**src/rtl/mem_rmw_pkg.sv**
```systemverilog
// Shared types and size encodings for the load/store responder and its lane merger.
package mem_rmw_pkg;

   typedef enum logic [1:0] {
      IDLE    = 2'b00,
      READ    = 2'b01,
      CAPTURE = 2'b10,
      WRITE   = 2'b11
   } state_t;

   localparam logic [1:0] SIZE_WORD = 2'b00;
   localparam logic [1:0] SIZE_HALF = 2'b01;
   localparam logic [1:0] SIZE_BYTE = 2'b10;
   localparam logic [1:0] SIZE_RSVD = 2'b11;

   // The reserved encoding behaves exactly like a full word.
   function automatic logic is_word(input logic [1:0] size);
      return (size == SIZE_WORD) || (size == SIZE_RSVD);
   endfunction

endpackage

```
**src/rtl/mem_rmw_responder_lane_merge.sv**
```systemverilog
// Combinational little-endian lane merge: drops right-aligned store data into the addressed lane of an old word.
module lane_merge
   import mem_rmw_pkg::*;
(
   input  logic [31:0] old_word,
   input  logic [31:0] new_data,
   input  logic [1:0]  size,
   input  logic [1:0]  lane,
   output logic [31:0] merged
);

   always_comb begin
      merged = old_word;
      case (size)
         SIZE_HALF: begin
            if (lane[1])
               merged[31:16] = new_data[15:0];
            else
               merged[15:0] = new_data[15:0];
         end
         SIZE_BYTE: merged[{lane, 3'b000} +: 8] = new_data[7:0];
         default:   merged = new_data;
      endcase
   end

endmodule

```
**src/rtl/mem_rmw_responder.sv**
```systemverilog
// Word-RAM responder that turns halfword/byte stores into read-modify-write cycles.
// Optional build macro ALIGN_CHECK_EN flags misaligned requests through Error instead of masking them.
module mem_rmw_responder
   import mem_rmw_pkg::*;
#(
   parameter int ADDR_W = 8
) (
   input  logic              Clk,
   input  logic              Reset,
   input  logic              ReqValid,
   input  logic              Wr,
   input  logic [31:0]       Address,
   input  logic [31:0]       DataIn,
   input  logic [1:0]        Size,
   output logic [31:0]       DataOut,
   output logic              Done,
   output logic              Busy,
   output logic              Error,
   output logic [ADDR_W-1:0] MemAddr,
   output logic              MemWr,
   output logic [31:0]       MemWData,
   input  logic [31:0]       MemRData
);

   state_t              state, state_next;
   logic                wr_q, wr_next;
   logic [1:0]          size_q, size_next;
   logic [1:0]          lane_q, lane_next;
   logic [31:0]         data_q, data_next;
   logic [31:0]         dataout_next;
   logic                done_next;
   logic [ADDR_W-1:0]   memaddr_next;
   logic                memwr_next;
   logic [31:0]         memwdata_next;
   logic [31:0]         merged;
   logic [1:0]          lane_in;
   logic                misaligned;
   logic                unused_addr_bits;

   // Upper address bits simply wrap the access around the RAM.
   assign unused_addr_bits = ^Address[31:ADDR_W+2];
   assign Busy = (state != IDLE);

`ifdef ALIGN_CHECK_EN
   logic err_q, err_next, error_next;

   assign lane_in    = Address[1:0];
   assign misaligned = (Size == SIZE_HALF) ? Address[0] :
                       (Size == SIZE_BYTE) ? 1'b0 : (Address[1:0] != 2'b00);
`else
   // Misaligned low bits are dropped so the request lands on its natural boundary.
   assign lane_in    = (Size == SIZE_BYTE) ? Address[1:0] :
                       (Size == SIZE_HALF) ? {Address[1], 1'b0} : 2'b00;
   assign misaligned = 1'b0;
   assign Error      = 1'b0;
`endif

   lane_merge u_lane_merge (
      .old_word (MemRData),
      .new_data (data_q),
      .size     (size_q),
      .lane     (lane_q),
      .merged   (merged)
   );

   always_comb begin
      state_next    = state;
      wr_next       = wr_q;
      size_next     = size_q;
      lane_next     = lane_q;
      data_next     = data_q;
      dataout_next  = DataOut;
      done_next     = 1'b0;
      memaddr_next  = MemAddr;
      memwr_next    = 1'b0;
      memwdata_next = MemWData;
`ifdef ALIGN_CHECK_EN
      err_next      = err_q;
      error_next    = 1'b0;
`endif
      case (state)
         IDLE: begin
            if (ReqValid) begin
               wr_next   = Wr;
               size_next = Size;
               lane_next = lane_in;
               data_next = DataIn;
`ifdef ALIGN_CHECK_EN
               err_next  = misaligned;
`endif
               // A misaligned request skips the RAM and just reports completion from WRITE.
               if (misaligned) begin
                  state_next = WRITE;
               end else begin
                  memaddr_next = Address[ADDR_W+1:2];
                  if (Wr && is_word(Size)) begin
                     memwdata_next = DataIn;
                     memwr_next    = 1'b1;
                     state_next    = WRITE;
                  end else begin
                     state_next = READ;
                  end
               end
            end
         end
         READ: state_next = CAPTURE;
         CAPTURE: begin
            if (wr_q) begin
               memwdata_next = merged;
               memwr_next    = 1'b1;
               state_next    = WRITE;
            end else begin
               dataout_next = MemRData;
               done_next    = 1'b1;
               state_next   = IDLE;
            end
         end
         WRITE: begin
            done_next  = 1'b1;
            state_next = IDLE;
`ifdef ALIGN_CHECK_EN
            error_next = err_q;
`endif
         end
         default: state_next = IDLE;
      endcase
   end

   always_ff @(posedge Clk) begin
      if (Reset) begin
         state    <= IDLE;
         wr_q     <= 1'b0;
         size_q   <= SIZE_WORD;
         lane_q   <= 2'b00;
         data_q   <= '0;
         DataOut  <= '0;
         Done     <= 1'b0;
         MemAddr  <= '0;
         MemWr    <= 1'b0;
         MemWData <= '0;
`ifdef ALIGN_CHECK_EN
         err_q    <= 1'b0;
         Error    <= 1'b0;
`endif
      end else begin
         state    <= state_next;
         wr_q     <= wr_next;
         size_q   <= size_next;
         lane_q   <= lane_next;
         data_q   <= data_next;
         DataOut  <= dataout_next;
         Done     <= done_next;
         MemAddr  <= memaddr_next;
         MemWr    <= memwr_next;
         MemWData <= memwdata_next;
`ifdef ALIGN_CHECK_EN
         err_q    <= err_next;
         Error    <= error_next;
`endif
      end
   end

endmodule

```
**config.mk**
```make
export PLATFORM = sky130hd
export DESIGN_NAME = mem_rmw_responder
export DESIGN_NICKNAME = d
export VERILOG_FILES = /design/src/rtl/mem_rmw_pkg.sv /design/src/rtl/mem_rmw_responder_lane_merge.sv /design/src/rtl/mem_rmw_responder.sv
export SDC_FILE = /design/constraint.sdc
export NUM_CORES = 1
export LEC_CHECK = 0
export ABC_CLOCK_PERIOD_IN_PS = 4200
export BUFFER_PORTS_ARGS = -buffer_cell sky130_fd_sc_hd__clkbuf_2
export CAP_MARGIN = 20
export CORE_MARGIN = 2
export CORE_UTILIZATION = 54
export CTS_CLUSTER_SIZE = 20
export DETAILED_ROUTE_END_ITERATION = 8
export GPL_TIMING_DRIVEN = 0
export PLACE_DENSITY = 0.85
export RECOVER_POWER = 100
export SYNTH_ARGS = -nofsm -noshare
export SYNTH_HDL_FRONTEND = slang
export SYNTH_SLANG_ARGS = --single-unit
```
**constraint.sdc**
```tcl
create_clock -name Clk -period 4.2 [get_ports Clk]
set_input_delay 0.21 -clock Clk [delete_from_list [all_inputs] [get_ports Clk]]
set_output_delay 0.21 -clock Clk [all_outputs]
set_load 0.005 [all_outputs]
```
==> impl_metrics.py, run 1 <==
metrics = {
    "floorplanning": {
        "die_h_um": 102,
        "chipWidth_um": 102,
        "rows": 35,
        "core_mm2": 0.00933,
        "pin_count": 178,
        "dieArea_mm2": 0.0105,
        "initial_core_util_pct": 56.1,
    },
    "global_route": {
        "gr-total-overflow": 0,
        "grt_use_total_pct": 40.7,
        "grt_pass1_vias": 6301,
        "grt_pass1_wl_mm": 32.2,
        "antenna_found_initial": 1,
        "grt_max_degree": 17,
    },
    "sta": {
        "setup_viol": 0,
        "setup_ws_ns": 0.835,
        "skew_ns": 0.00920,
        "fin_crit_ns": 3.37,
        "drv_slew": 0,
        "slew_headroom_pct": 5.54,
        "max_freq_ghz": 0.297,
        "worst_pin_slew_ns": 1.40,
        "whs_ns": 0.149,
        "fin_setup_tns_ns": 0,
        "hold_viol": 0,
        "rsz0062_at_grt": "no",
        "fin_crit_sh_pct": 80.1,
    },
    "cells_and_area": {
        "final_cell_area_mm2": 0.00741,
        "final_cell_count_no_fill": 1051,
        "fin_util_pct": 79.5,
        "layout_commonest_cell": "nand2_1",
        "finalNetCount": 1020,
        "drive_above_1_share_pct": 16.1,
        "syn_to_final_growth_pct": 41.8,
        "mostFrequentLayoutCells": "nand2_1 (178), dfxtp_1 (113), clkbuf_1 (99)",
    },
    "worst_setup_path": {
        "crit_chain": "clkbuf_1 > inv_1 > ha_1 > nand4bb_1 > o21ai_0 > o2111ai_1 > a311oi_1",
        "worst-setup-path-type": "reg -> reg",
        "cp-startpoint": "lane_q[1]$_SDFFE_PP0P_",
        "crit_buf_inv": 2,
        "worst_r2r_path_depth": 7,
        "regToRegSetupSlack_ns": 0.83,
        "worstSetupStartpointType": "flip-flop",
        "critPathCaptureType": "flip-flop",
        "cp.arrival_ns": 3.80,
        "critPathMaxFanout": 10,
        "r2r-end": "MemWData[17]$_SDFFE_PP0P_",
        "required_ns": 4.63,
        "r2r_start": "lane_q[1]$_SDFFE_PP0P_",
        "slowest_delay_ns": 1.08,
        "critPathTopFamily": "compound AO/OA/AOI/OAI gates",
        "slowest_stage": "o21ai_0",
    },
    "placement": {
        "post_dp_cell_area_mm2": 0.00616,
        "place_worst_setup_slack_ns": 1.69,
        "dp_cells": 942,
        "dpl.hpwl_mm": 13.4,
        "io_buffer_count": 153,
        "finalWeightedCongestion": 0.952,
    },
    "drt": {
        "drt_wl_total_mm": 20.9,
        "dr.first_iter.drc_count": 765,
        "wl_met2_mm": 9.73,
        "viasPerCell": 6.06,
        "dr_wl_met3_mm": 2.46,
        "firstDrtPassIters": 6,
        "drcViolationCount": 0,
        "wl_met1_mm": 7.55,
        "final_antenna_net_count": 0,
        "vias": 6370,
        "wl_per_cell_um": 19.9,
        "highest_layer": "met4",
    },
    "pwr": {
        "p_per_area_mw_per_mm2": 418,
        "p_leak_nw": 2.86,
        "total_power_mw": 3.10,
        "ir_drop_uv": 278,
    },
    "synthesis": {
        "syn_inst": 660,
        "synth_fp_nets": 771,
        "synth_cell_type_count": 41,
        "syn_area_mm2": 0.00523,
        "ys_warn_count": 0,
        "synth_edf_count": 0,
        "ys_seq_area_share_pct": 43.3,
        "synthArstFlopShare_pct": 0,
        "ys_seq_elements": 113,
        "ys.flop_type": "dfxtp_1",
        "synth.avg_cell_area_um2": 7.92,
    },
    "clock_network": {
        "cts.root.buffer_cell": "clkbuf_8",
        "cts_max_level": 4,
        "post_cts_buffers": 0,
        "numCtsBuffers": 17,
        "cts_tree": "yes",
        "clock_latency_ns": 0.53,
        "clk_pin_slew_ns": 0.06,
        "cts_buffer_depth": 2,
        "cts.sinks": 113,
    },
    "job": {
        "max_cap_viol_count": 0,
    },
    "min_path": {
        "hp-class": "in -> reg",
        "whs_endpoint": "state[1]$_SDFFE_PP0N_",
        "holdPathStages": 4,
        "hp-start": "ReqValid",
    },
    "outcome": {
        "status": "complete, no violations",
    },
}
per-layer routing:
layer	vias to the layer above	global-route usage, %
li1	2839	-
met1	2856	48.9
met2	551	66.4
met3	124	10.3
met4	0	23.0
met5	-	0
layout make-up:
type | instances | area, um2
fillers | 637 | 1910
multi-input cells | 474 | 2660
clock inverters | 9 | 106
repair buffers | 230 | 1470
plain buffers | 57 | 235
clock buffers | 22 | 463
diodes | 1 | 2.50
inverters | 16 | 60.1
well taps | 129 | 161
flip-flops and latches | 113 | 2260
synth_stat cells, types with 3 or more instances:
cell,instances,area share (%)
mux2_2,8,1.7
ha_1,9,2.2
nor2b_1,5,0.60
buf_2,11,1.1
a32o_1,8,1.5
o22ai_1,7,0.84
inv_1,15,1.1
o2111ai_1,7,1.2
a311oi_1,21,3.5
nand2_1,178,13
buf_1,5,0.36
a221o_1,24,4.6
nor2_1,26,1.9
clkbuf_1,38,2.7
o221ai_1,8,1.3
dfxtp_1,113,43
buf_4,3,0.43
a21oi_1,96,9.2
and3_1,8,0.96
nand2b_1,20,2.4
o21ai_0,9,0.86
nand3_1,10,0.96
a211oi_1,8,1.1
worst max path at each step:
stage	to	slack, ns	cells after the start
after floorplan	MemWData[14]$_SDFFE_PP0P_	2.16	8
after global placement	MemWData[23]$_SDFFE_PP0P_	1.77	7
after detailed placement	MemWData[23]$_SDFFE_PP0P_	1.69	7
after CTS	MemWData[17]$_SDFFE_PP0P_	1.63	7
after global routing	MemWData[18]$_SDFFE_PP0P_	0.71	7
final	MemWData[17]$_SDFFE_PP0P_	0.83	7
cell families after synthesis:
logic type / share of synthesized area (%)
AO/OA/AOI/OAI: 26.1
adder cells (fa/ha/maj): 2.15
AND/OR/NAND/NOR: 21.0
buffers and inverters: 5.72
multiplexers: 1.72
flip-flops: 43.3
other: 0.0717
sequential cells by signal, summed over array words and instances, names as in the netlist:
name and count:
lane_q 2, Done 1, data_q 32, state 2
MemWr 1, MemAddr 8, MemWData 32, DataOut 32
wr_q 1, size_q 2
worst reg2reg max path, cell delays in order (launching register included):
cell,delay [ns]
dfxtp_1,0.43
clkbuf_1,0.48
inv_1,0.18
ha_1,0.38
nand4bb_1,0.11
o21ai_0,1.08
o2111ai_1,0.30
a311oi_1,0.33
where the power goes:
group | switching, mW | leakage, nW | internal, mW
sequential | 0.0545 | 0.922 | 1.14
clock | 0.524 | 0.273 | 0.886
combinational | 0.296 | 1.66 | 0.198
total | 0.874 | 2.86 | 2.22
timing repair:
item | CTS | global route
hold buffers | 77 | 0
endpoints found under the hold margin | 84 | 0
resized for setup | 0 | 0
No activity file was read; power rests on OpenSTA's default activity.
==> run 2, diff against run 1 <==
Settings changed: ABC_CLOCK_PERIOD_IN_PS 4200 to 3400, CORE_UTILIZATION 54 to 50, PLACE_DENSITY 0.85 to 0.8.
Clock period 4.2 ns to 3.4 ns, I/O delays scaled along.
==> run 2 against run 1 <==
- sequential power is 24% higher
- clock power is 32% higher
- worst hold slack worse by 0.014 ns
- cell area is 1.1% higher
- total power is 27% higher
- routed wire length is 3.7% lower
- clock skew is 0.0040 ns lower
- flip-flop and latch count stayed put
- register-to-register slack worse by 0.23 ns
- first-iteration DRC count is 5.6% lower
- fmax is 20% higher
- sequential share of layout area is 0.34 points lower
==> impl_metrics.py, run 2 (synthesized netlist as in run 1, its figures left out) <==
metrics = {
    "placement": {
        "dpl.hpwl_mm": 13.5,
        "io_buffer_count": 153,
        "place_worst_setup_slack_ns": 0.958,
        "finalWeightedCongestion": 0.952,
    },
    "worst_setup_path": {
        "r2r-end": "MemWData[23]$_SDFFE_PP0P_",
        "cp.arrival_ns": 3.23,
        "slowest_delay_ns": 0.61,
        "critPathCaptureType": "flip-flop",
        "required_ns": 3.84,
        "cp-startpoint": "lane_q[1]$_SDFFE_PP0P_",
        "worst-setup-path-type": "reg -> reg",
        "worst_r2r_path_depth": 7,
        "crit_path_end": "MemWData[23]$_SDFFE_PP0P_",
        "critPathMaxFanout": 10,
        "slowest_stage": "o21ai_1",
        "worstSetupStartpointType": "flip-flop",
        "crit_chain": "clkbuf_1 > inv_1 > ha_1 > nand4bb_1 > o21ai_1 > o2111ai_1 > a311oi_1",
        "r2r_start": "lane_q[1]$_SDFFE_PP0P_",
        "regToRegSetupSlack_ns": 0.60,
    },
    "global_route": {
        "grt_use_total_pct": 35.9,
        "gr-total-overflow": 0,
        "antenna_found_initial": 1,
        "grt_pass1_wl_mm": 31.2,
        "grt_pass1_vias": 6049,
        "grt_max_degree": 17,
    },
    "cells_and_area": {
        "drive_above_1_share_pct": 18.2,
        "multi_input_area_mm2": 0.00267,
        "fill_cells": 767,
        "mostFrequentLayoutCells": "nand2_1 (178), clkbuf_2 (115), dfxtp_1 (113)",
        "finalNetCount": 1020,
        "layout_commonest_cell": "nand2_1",
        "seqCellArea_mm2": 0.00226,
        "syn_to_final_growth_pct": 43.4,
        "reg_top3": "DataOut: 32 flops, MemWData: 32 flops, data_q: 32 flops",
    },
    "clock_network": {
        "cts.sinks": 113,
        "cts.root.buffer_cell": "clkbuf_8",
        "cts_max_level": 4,
        "clock_latency_ns": 0.53,
        "numCtsBuffers": 17,
        "cts_tree": "yes",
        "clk_pin_slew_ns": 0.06,
        "cts_buffer_depth": 2,
    },
    "pwr": {
        "pwr-share-clk_pct": 47.2,
        "power_frac_comb_pct": 15.5,
        "sw_frac_of_total_pct": 26.9,
        "ir_drop_uv": 360,
        "p_per_area_mw_per_mm2": 525,
        "cellInternalPower_mw": 2.88,
        "p_switching_mw": 1.06,
        "seqPwrFrac_pct": 37.4,
        "p_leak_nw": 2.94,
    },
    "sta": {
        "hold_viol": 0,
        "setup_ws_ns": 0.601,
        "skew_ns": 0.00516,
        "drv_slew": 0,
        "fin_setup_tns_ns": 0,
        "slew_headroom_pct": 49.0,
        "max_freq_ghz": 0.357,
        "setup_viol": 0,
        "worst_pin_slew_ns": 0.759,
        "rsz0062_at_grt": "no",
        "fin_crit_sh_pct": 82.3,
        "fin_crit_ns": 2.80,
    },
    "floorplanning": {
        "dieArea_mm2": 0.0113,
        "rows": 37,
        "die_h_um": 106,
        "pin_count": 178,
        "core_mm2": 0.0102,
        "chipWidth_um": 106,
        "initial_core_util_pct": 51.1,
    },
    "drt": {
        "final_antenna_net_count": 0,
        "viasPerCell": 5.88,
        "firstDrtPassIters": 7,
        "drcViolationCount": 0,
        "vias": 6232,
        "drt_wl_total_mm": 20.2,
        "dr.first_iter.drc_count": 722,
        "wl_per_cell_um": 19.1,
    },
    "outcome": {
        "status": "complete, no violations",
    },
    "min_path": {
        "holdPathStages": 4,
        "hp-class": "in -> reg",
    },
    "job": {
        "max_cap_viol_count": 0,
    },
}
[run 2: critical path, delay by kind of cell, from the launching register on]
family / cells / cell delay, ns
AO/OA/AOI/OAI: 3 / 1.16
adder cells (fa/ha/maj): 1 / 0.37
flip-flops: 1 / 0.43
buffers and inverters: 2 / 0.63
AND/OR/NAND/NOR: 1 / 0.11
[run 2: power by group through the flow]
stage	combinational, mW	sequential (mW)	clock [mW]
final	0.609	1.47	1.86
after floorplan	0.295	1.48	0
after CTS	0.590	1.47	1.85
after detailed placement	0.517	1.50	0
after global routing	0.655	1.48	1.92
after global placement	0.503	1.49	0
[run 2: worst min path at each step]
stage               start                       to  slack, ns
3_5_place_dp   Address[3]  MemAddr[1]$_SDFFE_PP0P_       0.40
2_1_floorplan  DataIn[19]  data_q[19]$_SDFFE_PP0P_       0.31
6_report         ReqValid    state[1]$_SDFFE_PP0N_       0.13
3_3_place_gp   Address[3]  MemAddr[1]$_SDFFE_PP0P_       0.39
5_1_grt          ReqValid    state[1]$_SDFFE_PP0N_       0.14
4_1_cts          ReqValid    state[1]$_SDFFE_PP0N_       0.13
[run 2: cell type report]
cell class | count | area share [%]
multi-input cells | 474 | 35.6
flip-flops and latches | 113 | 30.2
repair buffers | 230 | 19.9
clock buffers | 22 | 6.04
plain buffers | 57 | 3.14
well taps | 136 | 2.27
clock inverters | 10 | 2.10
inverters | 16 | 0.801
diodes | 1 | 0.0334
[run 2: layer usage]
metal	global-route usage, %	wire length [um]
met1	44.9	8050
met2	59.0	9590
met3	7.73	1770
met4	16.5	763
met5	0	0
[run 2: repair_timing]
item / 4_1_cts / 5_1_grt
resized for setup: 0 / 0
hold endpoints to repair: 88 / 0
setup buffers: 0 / 0
hold buffers: 77 / 0
[run 2: metrics by stage]
stage                     area [um2]  util (%)  power (mW)  instances  hold slack, ns
after floorplan                 5230         -        1.78        660           0.306
after global placement          6170      60.3        1.99        949           0.395
after detailed placement        6170      60.3        2.01        949           0.401
final                           7500      73.3        3.94       1059           0.134
after global routing            7500      73.3        4.05       1059           0.138
after CTS                       7550      73.8        3.91       1058           0.133
==> run 3, diff against run 2 <==
Settings changed: ABC_AREA set to 1, ABC_CLOCK_PERIOD_IN_PS 3400 to 2400, CORE_UTILIZATION 50 to 47, PLACE_DENSITY 0.8 to 0.77.
Clock period 3.4 ns to 2.4 ns, I/O delays scaled along.
==> run 3 against run 2 <==
- the run now ends with negative hold slack left
- area after synthesis rose by 9.4%
- largest power group unchanged
- utilization fell by 10 points
- cell area increased by 0.48%
- register-to-register slack lost 0.39 ns
==> impl_metrics.py, run 3 <==
metrics = {
    "sta": {
        "worst_pin_slew_ns": 0.706,
        "drv_slew": 0,
        "fin_crit_ns": 2.19,
        "skew_ns": 0.00803,
        "hold_viol": 1,
        "fin_setup_tns_ns": 0,
        "slew_headroom_pct": 52.8,
        "rsz0062_at_grt": "no",
        "fin_crit_sh_pct": 91.4,
        "max_freq_ghz": 0.456,
        "setup_viol": 0,
        "whs_ns": -0.0261,
    },
    "clock_network": {
        "numCtsBuffers": 17,
        "cts_max_level": 4,
        "clock_latency_ns": 0.41,
        "cts_tree": "yes",
        "cts.root.buffer_cell": "clkbuf_16",
        "cts_buffer_depth": 2,
        "cts.sinks": 113,
        "clk_pin_slew_ns": 0.05,
        "post_cts_buffers": 0,
    },
    "synthesis": {
        "synth_common_cells": "nand2_1 (270), a21oi_1 (131), nor2_1 (120), dfxtp_1 (113), o21ai_0 (68)",
        "synthArstFlopShare_pct": 0,
        "yosys-top-cells-area": "dfxtp_1 (40%), nand2_1 (18%), a21oi_1 (11%)",
        "synth_cell_type_count": 23,
        "ys_warn_count": 0,
        "synth_top_area_share_pct": 39.5,
        "syn_inst": 900,
        "yosys.area.top_type": "dfxtp_1",
        "syn_area_mm2": 0.00572,
        "synth_fp_nets": 1011,
        "ys.flop_type": "dfxtp_1",
        "synth_most_common_cell": "nand2_1",
        "ys_seq_elements": 113,
        "synth.avg_cell_area_um2": 6.36,
        "synth_edf_count": 0,
        "ys_seq_area_share_pct": 39.5,
    },
    "floorplanning": {
        "rows": 40,
        "pin_count": 178,
        "dieArea_mm2": 0.0131,
        "core_mm2": 0.0120,
        "chipWidth_um": 114,
        "die_h_um": 114,
        "initial_core_util_pct": 47.8,
    },
    "global_route": {
        "grt_pass1_wl_mm": 30.8,
        "grt_use_total_pct": 30.4,
        "grt_pass1_vias": 6245,
        "grt_max_degree": 17,
        "antenna_found_initial": 0,
        "gr-total-overflow": 0,
    },
    "outcome": {
        "status": "complete, but fails checks",
        "violations": "negative hold slack",
    },
    "min_path": {
        "hp-class": "in -> reg",
    },
    "cells_and_area": {
        "reg_top3": "DataOut: 32 flops, MemWData: 32 flops, data_q: 32 flops",
        "syn_to_final_growth_pct": 31.7,
        "finalNetCount": 1215,
        "final_cell_area_mm2": 0.00753,
        "mostFrequentLayoutCells": "nand2_1 (271), a21oi_1 (131), nor2_1 (124)",
        "layout_commonest_cell": "nand2_1",
        "drive_above_1_share_pct": 15.9,
        "diodes": 0,
    },
    "drt": {
        "wl_per_cell_um": 15.2,
        "drcViolationCount": 0,
        "vias": 6533,
        "firstDrtPassIters": 5,
        "final_antenna_net_count": 0,
        "dr.first_iter.drc_count": 557,
        "drt_wl_total_mm": 19.2,
        "viasPerCell": 5.17,
    },
    "placement": {
        "post_dp_cell_area_mm2": 0.00668,
        "io_buffer_count": 154,
        "finalWeightedCongestion": 0.949,
        "dpl.hpwl_mm": 14.0,
    },
    "pwr": {
        "p_leak_nw": 3.51,
        "p_per_area_mw_per_mm2": 794,
        "ir_drop_uv": 359,
        "total_power_mw": 5.98,
    },
    "worst_setup_path": {
        "path_common_cell": "nand2_1",
        "critPathMaxFanout": 10,
        "slowest_stage": "dfxtp_1",
        "cp.arrival_ns": 2.53,
        "critPathCaptureType": "flip-flop",
        "crit_chain": "buf_2 > inv_2 > ha_1 > inv_2 > nor2_2 > clkbuf_2 > nand3_1 > nand2_1 > nand2_1 > nand2_1 > nand2_1 > a21oi_1",
        "critPathTopFamily": "simple AND/OR/NAND/NOR gates",
        "worst-setup-path-type": "reg -> reg",
        "slowest_delay_ns": 0.35,
        "required_ns": 2.74,
        "worstSetupStartpointType": "flip-flop",
        "crit_buf_inv": 4,
    },
    "job": {
        "max_cap_viol_count": 0,
    },
}
## run 3: worst paths after layout
path | from | end | slack [ns] | depth (start not counted)
hold reg to reg | data_q[25]$_SDFFE_PP0P_ | data_q[25]$_SDFFE_PP0P_ | 0.46 | 2
setup reg to reg | lane_q[0]$_SDFFE_PP0P_ | MemWData[16]$_SDFFE_PP0P_ | 0.21 | 12
setup / recovery | lane_q[0]$_SDFFE_PP0P_ | MemWData[16]$_SDFFE_PP0P_ | 0.21 | 12
hold / removal | ReqValid | state[1]$_SDFFE_PP0N_ | -0.03 | 3
## run 3: power by group
| part | internal, mW | total, mW | switching, mW |
|---|---|---|---|
| registers | 2.04 | 2.14 | 0.101 |
| clock network | 1.76 | 2.69 | 0.926 |
| logic | 0.397 | 1.16 | 0.762 |
| total | 4.19 | 5.98 | 1.79 |
## run 3: cells by family after synthesis
kind of cell / count (synthesis) / synth area share (%)
AO/OA/AOI/OAI: 206 / 18.4
other: 1 / 0.0655
flip-flops: 113 / 39.5
adder cells (fa/ha/maj): 9 / 1.97
buffers and inverters: 115 / 8.37
AND/OR/NAND/NOR: 456 / 31.7
## run 3: final cells by class
class / count / area, um2
tap: 147 / 184
sequential: 113 / 2260
fill: 1129 / 4430
inverter: 58 / 218
clock inverter: 13 / 186
timing repair buffer: 185 / 1030
clock buffer: 19 / 443
multi-input combinational: 672 / 2950
buffer: 57 / 254
## run 3: repair_timing
item	in CTS	in global routing
resized for setup	0	0
hold buffers	31	0
hold endpoints to repair	31	0
## run 3: routing by layer
metal	vias to the layer above	wire (um)	track usage [%]
met2	274	8680	50.5
met1	2905	8350	37.1
met5	-	0	0
li1	3302	-	-
met3	52	1380	6.35
met4	0	816	15.8
## run 3: worst min-delay path, delay by kind of cell
| kind | cells | cell delay (ns) |
|---|---|---|
| compound gates | 1 | 0.06 |
| buf+inv | 2 | 0.16 |
## run 3: metrics by stage
step	util, %	instances	setup slack, ns
floorplan	-	900	0.664
global placement	55.8	1201	0.244
detailed placement	55.8	1201	0.254
CTS	63.7	1264	0.233
global route	63.0	1264	0.0347
finish	63.0	1264	0.207
